## src/rtl/snn_synapse_sequencer_if.sv

```systemverilog
// Handshake/bus bundle for snn_synapse_sequencer: timestep strobe, spike vector,
// weight-write port and the summed-drive outputs.
interface snn_synapse_sequencer_if #(
  parameter int INPUTNUM = 4,
  parameter int EXCNUM   = 2,
  parameter int WW       = 24,
  parameter int SUM_DW   = 16,
  parameter int AW       = $clog2(INPUTNUM*EXCNUM)
);
  logic                     start;
  logic [INPUTNUM-1:0]      pre_spike;
  logic                     wr_en;
  logic [AW-1:0]            wr_addr;
  logic [WW-1:0]            wr_data;
  logic                     wr_ready;
  logic [EXCNUM*SUM_DW-1:0] after_sum;
  logic                     sum_valid;
  logic                     busy;
  logic                     overrun;

  modport master (
    output start, pre_spike, wr_en, wr_addr, wr_data,
    input  wr_ready, after_sum, sum_valid, busy, overrun
  );

  modport slave (
    input  start, pre_spike, wr_en, wr_addr, wr_data,
    output wr_ready, after_sum, sum_valid, busy, overrun
  );
endinterface

```

## src/rtl/snn_synapse_sequencer.sv

```systemverilog
// Time-multiplexed synapse scheduler: walks the INPUTNUM x EXCNUM weight table one
// synapse per cycle and emits one saturated summed drive per excitatory neuron.
module snn_synapse_sequencer #(
  parameter int INPUTNUM = 4,
  parameter int EXCNUM   = 2,
  parameter int WW       = 24,
  parameter int SHIFT    = 16,
  parameter int SUM_DW   = 16,
  parameter int AW       = $clog2(INPUTNUM*EXCNUM)
) (
  input  logic                    clk,
  input  logic                    rst,
  input  logic                    en,
  snn_synapse_sequencer_if.slave  bus
);
  localparam int unsigned NSYN = INPUTNUM * EXCNUM;
  localparam int ACCW = 32;
  localparam int IW   = (INPUTNUM > 1) ? $clog2(INPUTNUM) : 1;
  localparam int JW   = (EXCNUM > 1) ? $clog2(EXCNUM) : 1;
  localparam longint SMAX = (longint'(1) << (SUM_DW - 1)) - 1;
  localparam logic signed [ACCW-1:0] SAT_MAX = ACCW'(SMAX);
  localparam logic signed [ACCW-1:0] SAT_MIN = ACCW'(-SMAX - 1);

  typedef enum logic [1:0] {IDLE, ACCUM, DONE} state_t;

  state_t                   state;
  logic [INPUTNUM-1:0]      snap;
  logic [IW-1:0]            i;
  logic [JW-1:0]            j;
  logic [AW-1:0]            addr;
  logic signed [WW-1:0]     w   [NSYN];
  logic signed [ACCW-1:0]   acc [EXCNUM];
  logic signed [WW-1:0]     w_shift;
  logic signed [ACCW-1:0]   term;
  logic [EXCNUM*SUM_DW-1:0] after_sum_r;
  logic                     sum_valid_r;
  logic                     busy_r;
  logic                     wr_ready_r;
  logic                     overrun_r;

  function automatic logic [SUM_DW-1:0] sat(input logic signed [ACCW-1:0] v);
    if (v > SAT_MAX)      sat = SAT_MAX[SUM_DW-1:0];
    else if (v < SAT_MIN) sat = SAT_MIN[SUM_DW-1:0];
    else                  sat = v[SUM_DW-1:0];
  endfunction

  // Floor-rounded shift, then explicit sign extension into the accumulator width.
  always_comb begin
    w_shift = w[addr] >>> SHIFT;
    term    = {{(ACCW-WW){w_shift[WW-1]}}, w_shift};
  end

  always_ff @(posedge clk) begin
    if (rst) begin
      state       <= IDLE;
      snap        <= '0;
      i           <= '0;
      j           <= '0;
      addr        <= '0;
      after_sum_r <= '0;
      sum_valid_r <= 1'b0;
      busy_r      <= 1'b0;
      wr_ready_r  <= 1'b1;
      overrun_r   <= 1'b0;
      for (int unsigned k = 0; k < NSYN; k++) w[k] <= '0;
      for (int unsigned k = 0; k < EXCNUM; k++) acc[k] <= '0;
    end else begin
      sum_valid_r <= 1'b0;
      if (en) begin
        if (bus.start && state != IDLE) overrun_r <= 1'b1;
        if (bus.wr_en && wr_ready_r && 32'(bus.wr_addr) < NSYN)
          w[bus.wr_addr] <= bus.wr_data;
        case (state)
          IDLE: begin
            if (bus.start) begin
              snap       <= bus.pre_spike;
              i          <= '0;
              j          <= '0;
              addr       <= '0;
              busy_r     <= 1'b1;
              wr_ready_r <= 1'b0;
              state      <= ACCUM;
              for (int unsigned k = 0; k < EXCNUM; k++) acc[k] <= '0;
            end
          end
          ACCUM: begin
            if (snap[i]) acc[j] <= acc[j] + term;
            addr <= addr + 1'b1;
            if (j == JW'(EXCNUM - 1)) begin
              j <= '0;
              if (i == IW'(INPUTNUM - 1)) state <= DONE;
              else                        i     <= i + 1'b1;
            end else begin
              j <= j + 1'b1;
            end
          end
          DONE: begin
            for (int unsigned k = 0; k < EXCNUM; k++)
              after_sum_r[k*SUM_DW +: SUM_DW] <= sat(acc[k]);
            sum_valid_r <= 1'b1;
            busy_r      <= 1'b0;
            wr_ready_r  <= 1'b1;
            state       <= IDLE;
          end
          default: state <= IDLE;
        endcase
      end
    end
  end

  assign bus.after_sum = after_sum_r;
  assign bus.sum_valid = sum_valid_r;
  assign bus.busy      = busy_r;
  assign bus.wr_ready  = wr_ready_r;
  assign bus.overrun   = overrun_r;
endmodule

```

## src/flat_wrapper.sv

```systemverilog
// flat-port wrapper written by rule: the top's interface ports become plain ports
module snn_synapse_sequencer_flat 
#(
  parameter int INPUTNUM = 4,
  parameter int EXCNUM   = 2,
  parameter int WW       = 24,
  parameter int SHIFT    = 16,
  parameter int SUM_DW   = 16,
  parameter int AW       = $clog2(INPUTNUM*EXCNUM)
)
  (clk, rst, en, bus_start, bus_pre_spike, bus_wr_en, bus_wr_addr, bus_wr_data, bus_wr_ready, bus_after_sum, bus_sum_valid, bus_busy, bus_overrun);
  snn_synapse_sequencer_if #(.INPUTNUM(INPUTNUM), .EXCNUM(EXCNUM), .WW(WW), .SUM_DW(SUM_DW), .AW(AW)) bus_i ();
  input  logic clk;
  input  logic rst;
  input  logic en;
  input wire logic [$bits(bus_i.start)-1:0] bus_start;
  input wire logic [$bits(bus_i.pre_spike)-1:0] bus_pre_spike;
  input wire logic [$bits(bus_i.wr_en)-1:0] bus_wr_en;
  input wire logic [$bits(bus_i.wr_addr)-1:0] bus_wr_addr;
  input wire logic [$bits(bus_i.wr_data)-1:0] bus_wr_data;
  output wire logic [$bits(bus_i.wr_ready)-1:0] bus_wr_ready;
  output wire logic [$bits(bus_i.after_sum)-1:0] bus_after_sum;
  output wire logic [$bits(bus_i.sum_valid)-1:0] bus_sum_valid;
  output wire logic [$bits(bus_i.busy)-1:0] bus_busy;
  output wire logic [$bits(bus_i.overrun)-1:0] bus_overrun;
  assign bus_i.start = bus_start;
  assign bus_i.pre_spike = bus_pre_spike;
  assign bus_i.wr_en = bus_wr_en;
  assign bus_i.wr_addr = bus_wr_addr;
  assign bus_i.wr_data = bus_wr_data;
  assign bus_wr_ready = bus_i.wr_ready;
  assign bus_after_sum = bus_i.after_sum;
  assign bus_sum_valid = bus_i.sum_valid;
  assign bus_busy = bus_i.busy;
  assign bus_overrun = bus_i.overrun;
  snn_synapse_sequencer #(.INPUTNUM(INPUTNUM), .EXCNUM(EXCNUM), .WW(WW), .SHIFT(SHIFT), .SUM_DW(SUM_DW), .AW(AW)) u_core (.clk(clk), .rst(rst), .en(en), .bus(bus_i));
endmodule
```

## config.mk

```make
export PLATFORM = sky130hd
export DESIGN_NAME = snn_synapse_sequencer_flat
export DESIGN_NICKNAME = d
export VERILOG_FILES = /design/src/rtl/snn_synapse_sequencer_if.sv /design/src/rtl/snn_synapse_sequencer.sv /design/src/flat_wrapper.sv
export SDC_FILE = /design/constraint.sdc
export NUM_CORES = 1
export LEC_CHECK = 0
export BUFFER_PORTS_ARGS = -buffer_cell sky130_fd_sc_hd__buf_2
export CAP_MARGIN = 5
export CELL_PAD_IN_SITES_DETAIL_PLACEMENT = 1
export CELL_PAD_IN_SITES_GLOBAL_PLACEMENT = 2
export CORE_MARGIN = 10
export CORE_UTILIZATION = 41
export DETAILED_ROUTE_END_ITERATION = 7
export GPL_TIMING_DRIVEN = 0
export PLACE_DENSITY = 0.78
export SYNTH_ARGS = -nofsm -noshare
export SYNTH_HDL_FRONTEND = slang
export SYNTH_SLANG_ARGS = --single-unit
```

## constraint.sdc

```tcl
create_clock -name clk -period 6 [get_ports clk]
set_input_delay 1.2 -clock clk [delete_from_list [all_inputs] [get_ports clk]]
set_output_delay 1.2 -clock clk [all_outputs]
set_load 0.05 [all_outputs]
```

Yosys cells after proc, flatten, opt, wreduce, memory -nomap -nowiden
Memory sizes are Yosys's and may differ from the RTL's. A register that Yosys moved wholly into a read port is not among the register bits.
Index checks and enable logic that the tools add are counted.
{"block": "word_totals", "ff_bits": 48, "in_bits": 36, "memories": 2, "out_inout_bits": 36, "ram_bits": 256, "wordCells": 98}
{"name": "u_core.w", "words": 8, "width": 24, "rd": 1, "rd_clocked_by_memory_dff": 1, "write_ports": 8, "line": "snn_synapse_sequencer.sv:31", "source": "logic signed [WW-1:0] w [NSYN];"}
{"name": "u_core.acc", "words": 2, "width": 32, "rd": 3, "rd_clocked_by_memory_dff": 1, "write_ports": 2, "line": "snn_synapse_sequencer.sv:32", "source": "logic signed [ACCW-1:0] acc [EXCNUM];"}
{"block": "op_classes", "reduce_logical": 16, "n_eq_ne": 7, "n_addsub": 4, "n_mux": 51, "n_bitwise": 3, "magnitude_cmp": 5}
{"cell": "2-to-1 mux 32 bit", "count": 3}
{"cell": "greater-than comparator 32 x 16 -> 1 bit (second input constant)", "count": 2}
{"cell": "< comparator 32 x 16 -> 1 bit (second input constant)", "count": 2}
{"cell": "2-to-1 mux 16 bit", "count": 4}
{"cell": "adder 32 x 8 -> 32 bit", "count": 1}
{"cell": "OR reduction 32 bit", "count": 1}
{"cell": "2-to-1 mux 1 bit", "count": 26}
{"cell": "2-to-1 mux 24 bit", "count": 1}
{"cell": "OR reduction 24 bit", "count": 1}
{"cell": "2-to-1 mux 2 bit", "count": 6}
{"cell": "2-to-1 mux 3 bit", "count": 4}
{"cell": "AND reduction 3 bit", "count": 3}
{"cell": "case mux 2 bit (2 select lines)", "count": 2}
{"cell": "case mux 1 bit (2 select lines)", "count": 3}
{"cell": "case mux 3 bit (2 select lines)", "count": 1}
{"cell": "nonzero test 2 bit", "count": 3}
{"cell": "AND reduction 5 bit", "count": 1}
{"cell": "== test 2 bit (second input constant)", "count": 2}
{"cell": "inequality test 2 x 1 -> 1 bit (second input constant)", "count": 2}
{"cell": "inequality test 2 bit (second input constant)", "count": 2}
{"cell": "AND reduction 2 bit", "count": 2}
{"cell": "AND reduction 4 bit", "count": 1}
{"cell": "adder 3 x 1 -> 3 bit (second input constant)", "count": 1}
{"cell": "< comparator 2 x 3 -> 1 bit (second input constant)", "count": 1}
{"cell": "other kinds (9)", "count": 11}

Depth between registers and ports, before layout
{"block": "logic_depth", "depth_word": 9, "ltp_mapped": 14, "depth_no_buf": 12}

Least setup slack after synthesis
No wires, ideal clock.
{"block": "synth_timing", "kind": "register to register", "start": "register with a tool-made name", "end": "memory u_core.acc[0][30], data pin", "path_stages_with_launch": 15, "path_slack_ns": 1.833, "path_buffers": 2, "setup_ns": 0.266, "period_less_slack_ns": 4.167, "required_time_ns": 5.734, "arrival_ns": 3.901, "path_cell_list": "dfxtp_1 > clkbuf_1 > buf_2 > mux4_2 > mux2_2 > ha_1 > fa_1 > a21o_1 > a221oi_2 > o31ai_2 > a41oi_2 > o31ai_4 > a311oi_2 > xor2_1 > nor2_1"}
{"element": "end, declared", "line": "snn_synapse_sequencer.sv:32"}

==> results list <==
* Outcome: finished clean
- In this run the worst hold path is classified as flip-flop to flip-flop.
- The number of antenna diodes in the final layout is 0.
- CTS buffer count: 17
* Yosys synthesis warning count: 0
- Source-to-sink clock delay at the later pin of the worst-skew pair: 0.44 ns
- CTS hold repair buffers: 0
- The worst setup path is of the flip-flop to flip-flop kind.
- The floorplan step defined a die boundary enclosing 28,810 um^2.
- In the post-route analysis, the smallest setup slack over all paths is 0.9349 ns.
- Clock Root Buffer: sky130_fd_sc_hd__clkbuf_16
- Maximum number of pins on one net before global-route repair: 33
* Most common cell after layout, fill and taps aside: sky130_fd_sc_hd__nor2_1
* P per Cell Area: 280.6 nW/um^2
- Summed over all cells, the static leakage comes to 4.005 nW.
- CTS built an H-tree with a depth of 4.
- Synthesis produced a netlist with a net count of 891.
* Type of element launching the critical path: flip-flop
- HPWL after detailed placement: 18,380 um
- After floorplanning, the core was divided into 54 placement rows.
* Fraction of synthesis flops using an asynchronous set or reset pin: 0
* Setup fix buffers added after clock tree synthesis: 0
- Vias in the first global route: 6,990
- Routed wire length per instance: 20.73 um
* First-pass GRT wire length: 39,140 um
* Post-synthesis cell area: 9191 um^2
* Antenna violations before repair: 0
* Total negative slack: 0 ns
- Sinks on Clock Net: 180
- Num ports: 72
* Starting density of the core: 0.4186
* Routability Congestion: 0.9079
* Mean cell area of the mapped netlist: 11.20 um^2
- Clock-pin slew was measured on the worst setup and hold paths at 0.08 ns.
- Max Fclk: 197.4 MHz
* Crit path time final: 5.065 ns
- Post-route clock skew: 0.01505 ns
* Via count: 6,548
- Final setup viols: 0
- Port buffering added 55 buffers.
* Dpl ws: 0.9728 ns
- Overflow after GRT: 0
- Of the synthesized area, sequential elements account for 0.5314.
* Layout cells sized above 1: 0.1914
- STA classifies the critical path endpoint as a flip-flop.
- IR analysis of the VDD net gives a maximum drop of 0.1753 mV.
- The number of hold violations in the final report came to 0.
* Worst EP required: 6.16 ns
- Measured against its own limit, the worst slew margin works out to 0.2004.
* Longest Clk Path Bufs: 2
- At the end of the flow, the number of nets in the layout was 966.
* Antenna-violating nets left: 0
- For this run, the total global-route usage over all layers was measured as 0.1754.
- Unique masters post-synth: 59
- Core box area: 21,960 um^2
- For the pin with the worst max-slew slack, the measured transition is 1.190 ns.
* Initial drt markers: 384
* Hold Path Origin: u_core.bus.overrun
* Total of max-cap violations: 0
- For this block, the routed nets add up to 24,640 um of wire.
* Setup repair after global routing missed its margin: false
- Fin. max-slew vios: 0
- In the finished design, the share of the clock period the worst path needs comes to 0.8442.
- In the routed design, unresolved DRC markers number 0.
* Die Height: 169.7 um
* Maximum fanout along the worst path: 10
- Counting flops and latches in the post-synthesis netlist gives 180.
* Via density per instance: 5.507
* Count of TritonRoute iterations in the first routing pass: 5
- The number of gates resized after CTS was 0.
- Count of mapped cells out of synthesis: 821
- Fin Hold WS: 0.4555 ns
- Among all flip-flop cells after synthesis, the most frequent one is sky130_fd_sc_hd__edfxtp_1.
* Synthesis-to-finish area growth: 13.61%
- The top cell types in the final layout, fill and taps aside, are sky130_fd_sc_hd__nor2_1, sky130_fd_sc_hd__edfxtp_1, sky130_fd_sc_hd__and2_1, sky130_fd_sc_hd__buf_2, sky130_fd_sc_hd__dfxtp_1.
- The die is 169.7 um wide.
- Counting flops with a built-in enable in the synthesized netlist gives 128.
- CTS tree: done
* Critical Path AT: 5.22 ns
-- report_power, final --
part	leakage (nW)	internal, mW	switching [mW]
logic	1.97	0.147	0.259
clock network	0.288	0.563	0.558
registers	1.75	1.38	0.0271
-- flip-flops by register name (all words and copies together) (netlist names), named ones only --
name / cells
u_core.acc: 64
u_core.addr: 3
u_core.bus.after_sum: 32
u_core.bus.busy: 1
u_core.bus.overrun: 1
u_core.bus.sum_valid: 1
u_core.bus.wr_ready: 1
u_core.i: 2
u_core.j: 1
u_core.snap: 4
u_core.state: 2
u_core.w: 64
-- stage by stage --
stage	instance area, um^2	util	power (mW)	std cells
after floorplan	9191	-	1.711	821
after detailed placement	9837	0.4480	1.834	1157
after CTS	10440	0.4756	2.948	1189
after global placement	9817	0.4471	1.816	1156
final	10440	0.4756	2.930	1189
after global routing	10440	0.4756	3.044	1189
-- logic make-up (layout without fill, tap and decap cells) --
| logic type | after synthesis | in the layout | share of synthesized area |
|---|---|---|---|
| DFF | 180 | 180 | 0.5314 |
| muxes | 62 | 62 | 0.09597 |
| adders and majority gates | 34 | 34 | 0.04710 |
| buffers and inverters | 50 | 138 | 0.02110 |
| and+or+nand+nor | 330 | 330 | 0.1759 |
| AOI/OAI and AO/OA | 134 | 134 | 0.09897 |
| xor gates and xnor gates | 31 | 31 | 0.02954 |
-- worst max-delay path: stages (launching register included) --
cell and delay, ns:
sky130_fd_sc_hd__dfxtp_1 0.32, sky130_fd_sc_hd__clkbuf_1 0.38, sky130_fd_sc_hd__buf_2 0.44, sky130_fd_sc_hd__mux4_2 0.60, sky130_fd_sc_hd__mux2_2 0.31, sky130_fd_sc_hd__ha_1 0.23, sky130_fd_sc_hd__fa_1 0.42, sky130_fd_sc_hd__a21o_1 0.22
sky130_fd_sc_hd__a221oi_2 0.46, sky130_fd_sc_hd__o31ai_2 0.19, sky130_fd_sc_hd__a41oi_2 0.43, sky130_fd_sc_hd__o31ai_4 0.14, sky130_fd_sc_hd__a221oi_2 0.29, sky130_fd_sc_hd__xor2_1 0.25, sky130_fd_sc_hd__nor2_1 0.09
-- area by class of cell --
class                      instances  area (um^2)
clock inverter                    15        180.2
timing repair buffer              56        282.8
clock buffer                      17        425.4
multi-input combinational        591         4125
tap                              280        350.3
buffer                            38        148.9
sequential                       180         4885
fill                            2369        11520
inverter                          12        45.04
-- Yosys cell counts, drive strengths merged (4+ instances only) --
cell type	n	share of area
nor2	129	0.053
edfxtp	128	0.42
and2	68	0.046
dfxtp	52	0.11
a21oi	47	0.026
nand2	43	0.018
mux2	39	0.048
ha	33	0.045
clkbuf	32	0.013
o21ai	27	0.015
nor3	21	0.011
nand4	20	0.014
mux4	17	0.042
xnor2	17	0.016
xor2	14	0.013
a21o	13	0.011
inv	12	0.0049
or2	11	0.0078
nand3	10	0.0054
nor4	9	0.0061
a31oi	7	0.0048
buf	6	0.0031
mux2i	6	0.0065
nand2b	6	0.0041
nor3b	4	0.0038
o31ai	4	0.0059
-- worst paths after layout --
| path | end | slack, ns | cells past startpoint |
|---|---|---|---|
| setup / recovery | u_core.acc[0][26] | 0.93 | 14 |
| hold / removal | u_core.bus.overrun | 0.46 | 2 |
| setup reg to reg | u_core.acc[0][26] | 0.93 | 14 |
| hold reg to reg | u_core.bus.overrun | 0.46 | 2 |
-- routing by layer --
layer / GRT usage / vias up / wire length (um)
met1: 0.2207 / 3262 / 11170
met3: 0.03233 / 27 / 949
li1: - / 3147 / -
met2: 0.2974 / 112 / 12040
met4: 0.05761 / 0 / 486
met5: 0 / - / 0
Note: power is estimated with default switching activity, not from simulation.
